`src/rtl/game_pkg.sv`:
```
// rtl/game_pkg.sv - shared encodings, key defaults and FSM state type for the game event controller
//
// Contents:
//   GS_*          game_state encodings driven by state_controller
//   EXIT_*        exit_reason encodings
//   KEY_*_DEF     default keycodes for start and restart
//   gec_state_t   internal FSM states of game_event_controller
//   cnt_width()   width of a counter that must hold 0..max_val, at least 1 bit
package game_pkg;

  localparam logic [1:0] GS_PRE  = 2'b00;
  localparam logic [1:0] GS_IN   = 2'b01;
  localparam logic [1:0] GS_POST = 2'b10;
  localparam logic [1:0] GS_BAD  = 2'b11;

  localparam logic [1:0] EXIT_NONE    = 2'b00;
  localparam logic [1:0] EXIT_LIVES   = 2'b01;
  localparam logic [1:0] EXIT_TIMEOUT = 2'b10;

  localparam logic [7:0] KEY_ENTER_DEF   = 8'h28;
  localparam logic [7:0] KEY_RESTART_DEF = 8'h15;

  typedef enum logic [2:0] {
    S_IDLE      = 3'd0,
    S_WAIT_RUN  = 3'd1,
    S_RUN       = 3'd2,
    S_EXITED    = 3'd3,
    S_POST      = 3'd4,
    S_WAIT_IDLE = 3'd5
  } gec_state_t;

  function automatic int cnt_width(input int max_val);
    return (max_val < 2) ? 1 : $clog2(max_val + 1);
  endfunction

endpackage

```
`src/rtl/round_timer.sv`:
```
// rtl/round_timer.sv - per-round frame counter and seconds countdown
//
// Ports:
//   Clk, Reset   system clock, synchronous active-high reset
//   load         reload the countdown and clear the frame counter (start of round)
//   frame_tick   one-cycle pulse per frame, already in the Clk domain
//   enable       counting allowed (only while the round is live)
//   time_left    remaining seconds, saturates at 0
//   expired      time_left has reached 0
module round_timer
  import game_pkg::*;
#(
  parameter int FRAMES_PER_SEC = 60,
  parameter int ROUND_SECONDS  = 99
) (
  input  logic       Clk,
  input  logic       Reset,
  input  logic       load,
  input  logic       frame_tick,
  input  logic       enable,
  output logic [6:0] time_left,
  output logic       expired
);

  localparam int              FW         = cnt_width(FRAMES_PER_SEC - 1);
  localparam logic [FW-1:0]   FRAME_LAST = FW'(FRAMES_PER_SEC - 1);
  localparam logic [6:0]      TIME_LOAD  = 7'(ROUND_SECONDS);

  logic [FW-1:0] frame_cnt;

  always_ff @(posedge Clk) begin
    if (Reset || load) begin
      frame_cnt <= '0;
      time_left <= TIME_LOAD;
    end else if (enable && frame_tick) begin
      if (frame_cnt == FRAME_LAST) begin
        // One full second of frames elapsed; countdown never wraps below 0.
        frame_cnt <= '0;
        if (time_left != 7'd0) begin
          time_left <= time_left - 7'd1;
        end
      end else begin
        frame_cnt <= frame_cnt + FW'(1);
      end
    end
  end

  assign expired = (time_left == 7'd0);

endmodule

```
`src/rtl/game_event_controller.sv`:
```
// rtl/game_event_controller.sv - key decode, lives/timer tracking and enter/exit/start pulses for state_controller
//
// Ports:
//   Clk, Reset    system clock, synchronous active-high reset
//   frame_clk     vsync-rate frame clock, asynchronous to Clk
//   keycode       current keyboard keycode, 0 = no key
//   game_state    from state_controller: 00 pre, 01 in, 10 post
//   hit           one-cycle collision pulse from game logic
//   game_enter    one-cycle pulse: player pressed enter in pre-game
//   game_exit     one-cycle pulse: round over (lives or time exhausted)
//   game_start    one-cycle pulse: player pressed restart in post-game
//   lives         remaining lives (to HUD)
//   time_left     remaining seconds (to HUD)
//   exit_reason   00 none, 01 lives exhausted, 10 timeout
module game_event_controller
  import game_pkg::*;
#(
  parameter int         FRAMES_PER_SEC = 60,
  parameter int         ROUND_SECONDS  = 99,
  parameter int         START_LIVES    = 3,
  parameter int         INVULN_FRAMES  = 30,
  parameter logic [7:0] KEY_ENTER      = KEY_ENTER_DEF,
  parameter logic [7:0] KEY_RESTART    = KEY_RESTART_DEF
) (
  input  logic       Clk,
  input  logic       Reset,
  input  logic       frame_clk,
  input  logic [7:0] keycode,
  input  logic [1:0] game_state,
  input  logic       hit,
  output logic       game_enter,
  output logic       game_exit,
  output logic       game_start,
  output logic [1:0] lives,
  output logic [6:0] time_left,
  output logic [1:0] exit_reason
);

  localparam int            IW          = cnt_width(INVULN_FRAMES);
  localparam logic [IW-1:0] INVULN_LOAD = IW'(INVULN_FRAMES);
  localparam logic [1:0]    LIVES_LOAD  = 2'(START_LIVES);

  gec_state_t state, state_next;

  logic          frame_sync1, frame_sync2, frame_sync3, frame_tick;
  logic [7:0]    keycode_d;
  logic          enter_edge, restart_edge;
  logic          freeze, exit_cond, count_en, load, hit_accept, expired;
  logic          enter_next, exit_next, start_next;
  logic [1:0]    reason_next;
  logic [IW-1:0] invuln;

  // frame_clk crosses in through two flops; the third flop gives the edge
  // reference, and frame_tick is registered so it lands 3 cycles after the rise.
  always_ff @(posedge Clk) begin
    if (Reset) begin
      frame_sync1 <= 1'b0;
      frame_sync2 <= 1'b0;
      frame_sync3 <= 1'b0;
      frame_tick  <= 1'b0;
    end else begin
      frame_sync1 <= frame_clk;
      frame_sync2 <= frame_sync1;
      frame_sync3 <= frame_sync2;
      frame_tick  <= frame_sync2 & ~frame_sync3;
    end
  end

  always_ff @(posedge Clk) begin
    if (Reset) begin
      keycode_d <= 8'h00;
    end else begin
      keycode_d <= keycode;
    end
  end

  // A held key matches only in the first cycle it appears.
  assign enter_edge   = (keycode == KEY_ENTER)   && (keycode_d != KEY_ENTER);
  assign restart_edge = (keycode == KEY_RESTART) && (keycode_d != KEY_RESTART);

  assign freeze    = (game_state == GS_BAD);
  assign exit_cond = (lives == 2'd0) || expired;
  // Counting stops in the cycle the exit is raised so the latched HUD values
  // are exactly the ones that ended the round.
  assign count_en  = (state == S_RUN) && !freeze && !exit_cond;
  assign load      = (state == S_WAIT_RUN) && (game_state == GS_IN);
  // Acceptance looks at invuln before this cycle's tick decrement, so a hit
  // in the cycle invuln drops to 0 is still ignored.
  assign hit_accept = count_en && hit && (invuln == '0) && (lives != 2'd0);

  always_ff @(posedge Clk) begin
    if (Reset) begin
      state <= S_IDLE;
    end else begin
      state <= state_next;
    end
  end

  always_comb begin
    state_next = state;
    if (!freeze) begin
      case (state)
        S_IDLE:      if (game_state == GS_PRE && enter_edge) state_next = S_WAIT_RUN;
        S_WAIT_RUN:  if (game_state == GS_IN)                state_next = S_RUN;
        S_RUN:       if (exit_cond)                          state_next = S_EXITED;
        S_EXITED:    if (game_state == GS_POST)              state_next = S_POST;
        S_POST:      if (restart_edge)                       state_next = S_WAIT_IDLE;
        S_WAIT_IDLE: if (game_state == GS_PRE)               state_next = S_IDLE;
        default:                                             state_next = S_IDLE;
      endcase
    end
  end

  always_comb begin
    enter_next  = (state == S_IDLE) && (state_next == S_WAIT_RUN);
    exit_next   = (state == S_RUN)  && (state_next == S_EXITED);
    start_next  = (state == S_POST) && (state_next == S_WAIT_IDLE);
    reason_next = (lives == 2'd0) ? EXIT_LIVES : EXIT_TIMEOUT;
  end

  always_ff @(posedge Clk) begin
    if (Reset) begin
      game_enter <= 1'b0;
      game_exit  <= 1'b0;
      game_start <= 1'b0;
    end else begin
      game_enter <= enter_next;
      game_exit  <= exit_next;
      game_start <= start_next;
    end
  end

  always_ff @(posedge Clk) begin
    if (Reset || load) begin
      lives       <= LIVES_LOAD;
      invuln      <= '0;
      exit_reason <= EXIT_NONE;
    end else begin
      if (hit_accept) begin
        lives  <= lives - 2'd1;
        invuln <= INVULN_LOAD;
      end else if (count_en && frame_tick && invuln != '0) begin
        invuln <= invuln - IW'(1);
      end
      if (exit_next) begin
        exit_reason <= reason_next;
      end
    end
  end

  round_timer #(
    .FRAMES_PER_SEC (FRAMES_PER_SEC),
    .ROUND_SECONDS  (ROUND_SECONDS)
  ) u_round_timer (
    .Clk        (Clk),
    .Reset      (Reset),
    .load       (load),
    .frame_tick (frame_tick),
    .enable     (count_en),
    .time_left  (time_left),
    .expired    (expired)
  );

endmodule

```
`config.mk`:
```
export PLATFORM = sky130hd
export DESIGN_NAME = game_event_controller
export DESIGN_NICKNAME = d
export VERILOG_FILES = /design/src/rtl/game_pkg.sv /design/src/rtl/round_timer.sv /design/src/rtl/game_event_controller.sv
export SDC_FILE = /design/constraint.sdc
export NUM_CORES = 1
export LEC_CHECK = 0
export CAP_MARGIN = 10
export CELL_PAD_IN_SITES_DETAIL_PLACEMENT = 1
export CELL_PAD_IN_SITES_GLOBAL_PLACEMENT = 1
export CORE_AREA = 2 2 81 83
export DETAILED_ROUTE_END_ITERATION = 10
export DIE_AREA = 0 0 83 85
export GPL_ROUTABILITY_DRIVEN = 0
export PLACE_DENSITY_LB_ADDON = 0.1
export SETUP_SLACK_MARGIN = 0.4
export SYNTH_ARGS = -nofsm -noshare
export SYNTH_HDL_FRONTEND = slang
export SYNTH_SLANG_ARGS = --single-unit
```
`constraint.sdc`:
```
create_clock -name Clk -period 4 [get_ports Clk]
set_input_delay 0.4 -clock Clk [delete_from_list [all_inputs] [get_ports Clk]]
set_output_delay 0.4 -clock Clk [all_outputs]
set_load 0.03 [all_outputs]
```
Word-level counts from Yosys, hierarchy flattened
Index checks and enable logic that the tools add are counted.
Storage, ports and cells
  bits in registers: 40
  latch bits: 0
  bits in writable memories: 0
  memory bits (read-only): 0
  input port bits: 14
  memories: 0
Cells by class
  $add $sub $neg: 4
  multiply operators: 0
  divide/modulo/power cells: 0
  $lt $le $gt $ge: 0
  equal/unequal tests: 16
  shift operators: 0
  multiplexer cells: 12
  bitwise logic cells: 2
  reduce and logical (&&, ||, !) cells: 29
Operators by type and width (count)
  two-way mux 3 bit: 7
  one-hot mux 3 bit (6 select lines): 1
  logical AND 1 bit: 14
  two-way mux 5 bit: 2
  equality test 3 x 2 -> 1 bit (second input constant): 3
  equality test 3 bit (second input constant): 3
  equality test 8 x 5 -> 1 bit (second input constant): 1
  equality test 8 x 6 -> 1 bit (second input constant): 1
  != test 8 x 5 -> 1 bit (second input constant): 1
  != test 8 x 6 -> 1 bit (second input constant): 1
  logical NOT 7 bit: 1
  nonzero test 7 bit: 1
  subtractor 7 x 1 -> 7 bit (second input constant): 1
  adder 6 x 1 -> 6 bit (second input constant): 1
  equality test 3 x 1 -> 1 bit (second input constant): 2
  equality test 6 bit (second input constant): 1
  two-way mux 6 bit: 1
  logical NOT 5 bit: 1
  nonzero test 5 bit: 1
  subtractor 5 x 1 -> 5 bit (second input constant): 1
  equality test 2 bit (second input constant): 2
  logical NOT 2 bit: 2
  nonzero test 2 bit: 2
  logical NOT 3 bit: 1
  other kinds (9): 11

Longest topological paths before layout
Gate-level depths: netlist (run 1).
  depth after elaboration: 8
  mapped depth: 7
  depth with buffers taken out: 7

Modules after synthesis
A second synthesis (run 1) with hierarchy kept.
Unflattened totals
  cell total of the unflattened synthesis: 199
  area total of the unflattened synthesis: 1876.8 um^2
By module, submodules not included
  game_event_controller: instances 1, cells an instance 126, area an instance 1239.9 um^2, seq. area each 540.5 um^2
  round_timer: instances 1, cells an instance 73, area an instance 636.9 um^2, seq. area each 260.2 um^2

Least setup slack after synthesis (run 1)
Ideal clock, no wire load.
  kind: register to register
  start: reg u_round_timer.time_left[0]
  end: reg u_round_timer.frame_cnt[5]
  library setup time: 0.070 ns
  arrival time: 1.906 ns
  required time: 3.930 ns
  setup slack: 2.023 ns
  cell stages (with the launch flop): 7
  path buffers: 0
  period minus slack after synthesis: 1.977 ns
  path through: dfxtp_1 -> inv_1 -> ha_1 -> a31oi_4 -> nand3_2 -> or4_1 -> a21oi_1
Between the ends
  longest elaborated chain between the ends: 5
RTL lines
  start, declared: RTL line round_timer.sv:21  | output logic [6:0] time_left,
  start signal, assigned: RTL line round_timer.sv:40  | time_left <= time_left - 7'd1;
  logical NOT 7 bit: RTL line round_timer.sv:48  | assign expired = (time_left == 7'd0);
  logical OR 1 bit: RTL line game_event_controller.sv:82  | assign exit_cond = (lives == 2'd0) || expired;
  logical NOT 1 bit: RTL line game_event_controller.sv:85  | assign count_en = (state == S_RUN) && !freeze && !exit_cond;
  logical AND 1 bit: RTL line game_event_controller.sv:85
  logical AND 1 bit: RTL line round_timer.sv:35  | end else if (enable && frame_tick) begin
  end signal, assigned: RTL line round_timer.sv:43  | frame_cnt <= frame_cnt + FW'(1);
  end, declared: RTL line round_timer.sv:29  | logic [FW-1:0] frame_cnt;
No other way between the ends.
A chain may end at the register's enable or synchronous reset.

Final worst setup path (run 1)
  start: in game_state[0]
  end: reg u_round_timer.time_left[3]
Between the ends
  longest elaborated chain between the ends: 6
  elaborated cells between the ends (all ways): 9
  those cells by class: eq/ne (2); reduce/logical (7)
RTL lines
  start, declared: RTL line game_event_controller.sv:29  | input logic [1:0] game_state,
  equality test 2 bit: RTL line game_event_controller.sv:81  | assign freeze = (game_state == GS_BAD);
  logical NOT 1 bit
  logical AND 1 bit (2 in a row): RTL line game_event_controller.sv:85
  logical AND 1 bit: RTL line round_timer.sv:35
  AND reduction 3 bit (no source line)
Several ways; a longest one is shown, not always the timed one.

==> impl_metrics.toml, run 1 <==
[outcome]
status = "finished clean"

[layout]
fill_cells = 723
fin_nets = 244
diodes = 0
area_growth_pct = 23.5
fin_cells = 304
drive_gt1_share_pct = 8.37

[die]
start_util_pct = 29.8
die_area_um2 = 7060
core_area_um2 = 6200
die_y_um = 85
chipWidth_um = 83
pin_count = 28
rows = 29

[global_route]
grt_pass1_wl_um = 7980
overflow = 0
grtUsageTotal_pct = 14.0
grt_max_degree = 21
grt_pass1_vias = 1674
grt_antenna_before_repair = 0

[routing]
drtAntennaViolNets = 0
drt_iter0_drc = 39
via_per_inst = 5.06
remaining_drc_errors = 0
wl_per_cell_um = 15.0
routed_wl_um = 4560
first_pass_iters = 3
vias = 1539

[synth]
ys_ff_latch = 40
ys_seq_area_share_pct = 43.3
synth_cell_types = 48
syn_nets = 218
synth.area.top_cells = "dfxtp_1 (43%), nor2b_1 (4.7%), a21oi_1 (3.0%), nand2_1 (2.8%), ha_1 (2.7%)"
synth_top_flop_cell = "dfxtp_1"
async_flop_share_pct = 0
synth_area_per_cell_um2 = 9.25
synthCells = 200
yosysTopAreaCell = "dfxtp_1"
synth_area_um2 = 1850
synth-edff-count = 0
synth_top_area_share_pct = 43.3
yosysWarnings = 0

[clock_tree]
worstSkewPairLatency_ns = 0.29
htreeDepth = 2
ctsResizeCount = 0
clock_path_buffers = 2
ctsHoldBuffers = 0
numCtsBuffers = 5
cts.clk_slew.worst_paths_ns = 0.08
cts_tree = "done"
clock_sinks = 40
cts-root-buf = "clkbuf_8"
cts_setup_buffers = 0

[timing]
fin_crit_ns = 2.41
final-setup-viol-count = 0
hold_viol = 0
setup_tns_ns = 0
max_freq_mhz = 415
relSlewSlack_pct = 48.6
rsz0062_at_grt = "false"
slew_violations = 0
tightest_slew_ns = 0.768
fin_worst_skew_ns = 0.00477
fin_crit_sh_pct = 60.2

[setup_path]
arrival_ns = 2.63
end_kind = "register"
required_ns = 4.23
start_kind = "primary input"
path_class = "in -> reg"
crit_fanout = 12
worst-r2r-cell-count = 6

[power]
leakagePower_uw = 0.000840
powerDensity_nw_per_um2 = 339
ir_drop_mv = 0.128

[placed_design]
dpl.hpwl_um = 3430
post-place-cells = 296
io_buffer_count = 27

[min_path]
worstHoldPathCells = 1
hold_class = "reg -> reg"

[job]
maxCapViolations = 0
-- critical path, stage by stage --
cell	delay, ns
clkdlybuf4s50_1	0.63
a21o_1	0.35
nor2_4	0.21
nand4_1	0.40
or3_1	0.49
a21oi_1	0.14
-- final timing paths --
check                               endpoint                  startpoint  slack [ns]
setup / recovery  u_round_timer.time_left[3]               game_state[0]        1.59
hold / removal                    frame_tick                 frame_sync3        0.40
setup reg to reg  u_round_timer.time_left[3]  u_round_timer.time_left[0]        1.88
hold reg to reg                   frame_tick                 frame_sync3        0.40
-- synth_stat cells (2+ instances only) --
library cell / number
dfxtp_1: 40
nand2_1: 14
nor2b_1: 14
inv_1: 12
a21oi_1: 11
nand4_1: 8
nor2_1: 8
or3_1: 7
nor3_1: 6
clkbuf_1: 5
o21ai_0: 5
a311oi_1: 4
and3_1: 4
ha_1: 4
o21ai_1: 4
xnor2_1: 4
mux2i_1: 3
nand3_1: 3
nor4_1: 3
nor4bb_1: 3
a21o_1: 2
a31oi_1: 2
buf_2: 2
buf_6: 2
nand2b_1: 2
nand3b_1: 2
nor4b_1: 2
nor4b_2: 2
o211ai_1: 2
xor2_1: 2
-- cell families after synthesis --
logic type	Yosys count	synth area share, %
adder cells (fa/ha/maj)	4	2.70
multiplexers	3	1.62
AO/OA/AOI/OAI	38	13.9
AND/OR/NAND/NOR	88	30.5
flip-flops	40	43.3
XOR/XNOR	6	2.84
buffers and inverters	21	5.21
-- final cells by class --
type / count / area, um^2 / area share, %
multi-input cells: 139 / 953 / 41.7
clock inverters: 3 / 42.5 / 1.86
clock buffers: 5 / 68.8 / 3.01
well taps: 77 / 96.3 / 4.22
inverters: 12 / 45.0 / 1.97
flip-flops and latches: 40 / 801 / 35.0
repair buffers: 28 / 278 / 12.2
-- sequential cells by signal, indices dropped and copies added (netlist names) --
signal and cells:
game_enter 1, u_round_timer.frame_cnt 6, frame_sync2 1, game_start 1
lives 2, keycode_d 8, game_exit 1, frame_sync3 1
invuln 5, frame_sync1 1, frame_tick 1, exit_reason 2
state 3, u_round_timer.time_left 7
-- through the flow --
stage                     total power (uW)  setup WS, ns  utilization [%]  area (um^2)  hold WS [ns]
final                                  775          1.59             36.8         2280         0.403
after floorplan                        436          2.02                -         1850         0.367
after CTS                              790          1.59             36.8         2280         0.409
after detailed placement               456          1.26             35.0         2170         0.391
after global placement                 455          1.43             35.0         2170         0.385
after global routing                   817          1.38             36.8         2280         0.432
-- layer usage --
| layer | wire [um] | GRT usage [%] |
|---|---|---|
| met5 | 0 | 0 |
| met2 | 2200 | 23.5 |
| met1 | 2130 | 17.5 |
| met3 | 158 | 3.60 |
| met4 | 63 | 4.92 |
-- cell usage in the layout, fill, tap and decap left out, types with 4 or more instances in the layout --
master / count
ha_1: 4
inv_1: 12
nand4_1: 8
nor3_1: 6
o21ai_1: 4
a311oi_1: 4
nor2b_1: 14
o21ai_0: 5
clkbuf_8: 5
or3_1: 7
clkdlybuf4s50_1: 27
nand2_1: 14
dfxtp_1: 40
xnor2_1: 4
and3_1: 4
a21oi_1: 11
nor2_1: 8
-- power by group --
| part | switching, uW | leakage (uW) | internal (uW) | total (uW) |
|---|---|---|---|---|
| clock | 144 | 0.0000541 | 185 | 329 |
| sequential | 2.39 | 0.000325 | 404 | 406 |
| combinational | 19.5 | 0.000461 | 20.3 | 39.8 |
| total | 166 | 0.000840 | 609 | 775 |
(Power assumes the default switching activity.)
==> run 2: changes to the inputs <==
Clock period 4 ns to 2.5 ns, I/O delays scaled along.
==> run 2 against run 1 <==
- first-iteration DRC count is 62% higher
- clock skew decreased by 0.0016 ns
- count of clock-buffer cells in the layout up 1
- cell count is 1.6% higher
- sequential power is 60% higher
- flip-flop and latch count stayed put
- final area rose by 2.5%
- worst setup slack worse by 1.1 ns
- die area unchanged
- largest power group unchanged
==> impl_metrics.toml, run 2 (synthesis results as in run 1) <==
[outcome]
status = "finished clean"

[setup_path]
path_class = "reg -> reg"
cpMaxStageDelayCell = "dfxtp_1"
arrival_ns = 2.18
path_cells = "nor4_4 -> a31oi_4 -> buf_4 -> or3_1 -> and3_4 -> nor4b_2"
start_kind = "register"
crit_fanout = 6
end_kind = "register"
worst-r2r-cell-count = 6
required_ns = 2.71
cpPeakStageDelay_ns = 0.38

[clock_tree]
htreeDepth = 2
clock_path_buffers = 2
ctsHoldBuffers = 0
worstSkewPairLatency_ns = 0.29
cts_tree = "done"
cts.clk_slew.worst_paths_ns = 0.08
cts-root-buf = "clkbuf_8"
clock_sinks = 40
numCtsBuffers = 5

[layout]
largest_reg_flops = 8
fin_cells = 309
stdcell_area_um2 = 2340
largest-register = "keycode_d"
drive_gt1_share_pct = 10.8
mostFrequentLayoutCells = "dfxtp_1 (40), clkdlybuf4s50_1 (26), nor2b_1 (14), nand2_1 (14), inv_1 (12)"
area_growth_pct = 26.5
fin_nets = 249
layout_commonest_cell = "dfxtp_1"
diodes = 0
largestRegisters = "keycode_d (8), u_round_timer.time_left (7), u_round_timer.frame_cnt (6)"

[timing]
fin_crit_ns = 1.97
fin_crit_sh_pct = 78.9
fin_worst_skew_ns = 0.00314
max_freq_mhz = 507
setup_tns_ns = 0
hold_viol = 0
relSlewSlack_pct = 67.7
tightest_slew_ns = 0.481
rsz0062_at_grt = "false"
slew_violations = 0
final-setup-viol-count = 0

[power]
internal-power_uw = 1010
leakagePower_uw = 0.000878
pwr-share-comb_pct = 5.2
powerDensity_nw_per_um2 = 543
ir_drop_mv = 0.208
clkPwrFrac_pct = 43.7
power_uw = 1270
switchingPower_uw = 264
seqPwrFrac_pct = 51.1
p_sw_share_pct = 20.8

[min_path]
hold_class = "reg -> reg"
worstHoldPathCells = 1

[routing]
remaining_drc_errors = 0
vias = 1571
drtAntennaViolNets = 0
wl_per_cell_um = 14.8
via_per_inst = 5.08
routed_wl_um = 4590
drt_iter0_drc = 63
first_pass_iters = 4

[global_route]
grt_antenna_before_repair = 0
grtUsageTotal_pct = 13.9
grt_max_degree = 14
grt_pass1_vias = 1617
grt_pass1_wl_um = 7900
overflow = 0

[die]
die_y_um = 85
pin_count = 28
die_area_um2 = 7060
rows = 29
start_util_pct = 29.8
core_area_um2 = 6200
chipWidth_um = 83

[placed_design]
dpl_cell_area_um2 = 2200
io_buffer_count = 27
post-place-cells = 299
dpl.hpwl_um = 3410

[job]
maxCapViolations = 0
-- run 2: cell type report --
| cell class | instances | area, um^2 |
|---|---|---|
| clock buffer | 6 | 82.6 |
| clock inverter | 2 | 38.8 |
| fill | 736 | 3860 |
| inverter | 12 | 45.0 |
| multi-input combinational | 139 | 960 |
| sequential | 40 | 801 |
| tap | 77 | 96.3 |
| timing repair buffer | 33 | 318 |
-- run 2: final timing paths --
| check | start | endpoint | slack [ns] |
|---|---|---|---|
| setup / recovery | u_round_timer.time_left[2] | game_start | 0.53 |
| setup reg to reg | u_round_timer.time_left[2] | game_start | 0.53 |
| hold / removal | frame_sync3 | frame_tick | 0.40 |
| hold reg to reg | frame_sync3 | frame_tick | 0.40 |
-- run 2: worst max-delay path, delay by kind of cell (launching register included) --
family          cells  cell delay, ns
simple gates        4            1.18
compound gates      1            0.15
flops               1            0.38
buf+inv             1            0.17
-- run 2: metrics by stage --
stage | hold slack [ns] | worst slack [ns] | util (%)
after floorplan | 0.367 | 0.523 | -
after global placement | 0.381 | 0.242 | 35.4
after detailed placement | 0.386 | 0.169 | 35.4
after CTS | 0.401 | 0.468 | 37.3
after global routing | 0.436 | 0.405 | 37.7
final | 0.400 | 0.529 | 37.7
-- run 2: metal layers --
| metal | GRT usage (%) | up-vias | wire [um] |
|---|---|---|---|
| met5 | 0 | - | 0 |
| met4 | 4.62 | 0 | 65 |
| met3 | 3.50 | 6 | 148 |
| met2 | 23.0 | 22 | 2180 |
| met1 | 17.7 | 761 | 2190 |
| li1 | - | 782 | - |
-- run 2: power by group through the flow --
stage               clock network [uW]  registers (uW)  logic [uW]
global route                       605             651        73.6
global placement                     0             665        64.8
detailed placement                   0             665        66.6
CTS                                577             650        66.9
floorplan                            0             664        33.8
finish                             555             650        65.7
-- run 2: timing repair --
item	4_1_cts	5_1_grt
resized for setup	0	2
endpoints found under the setup margin	0	11
buffers inserted	0	2
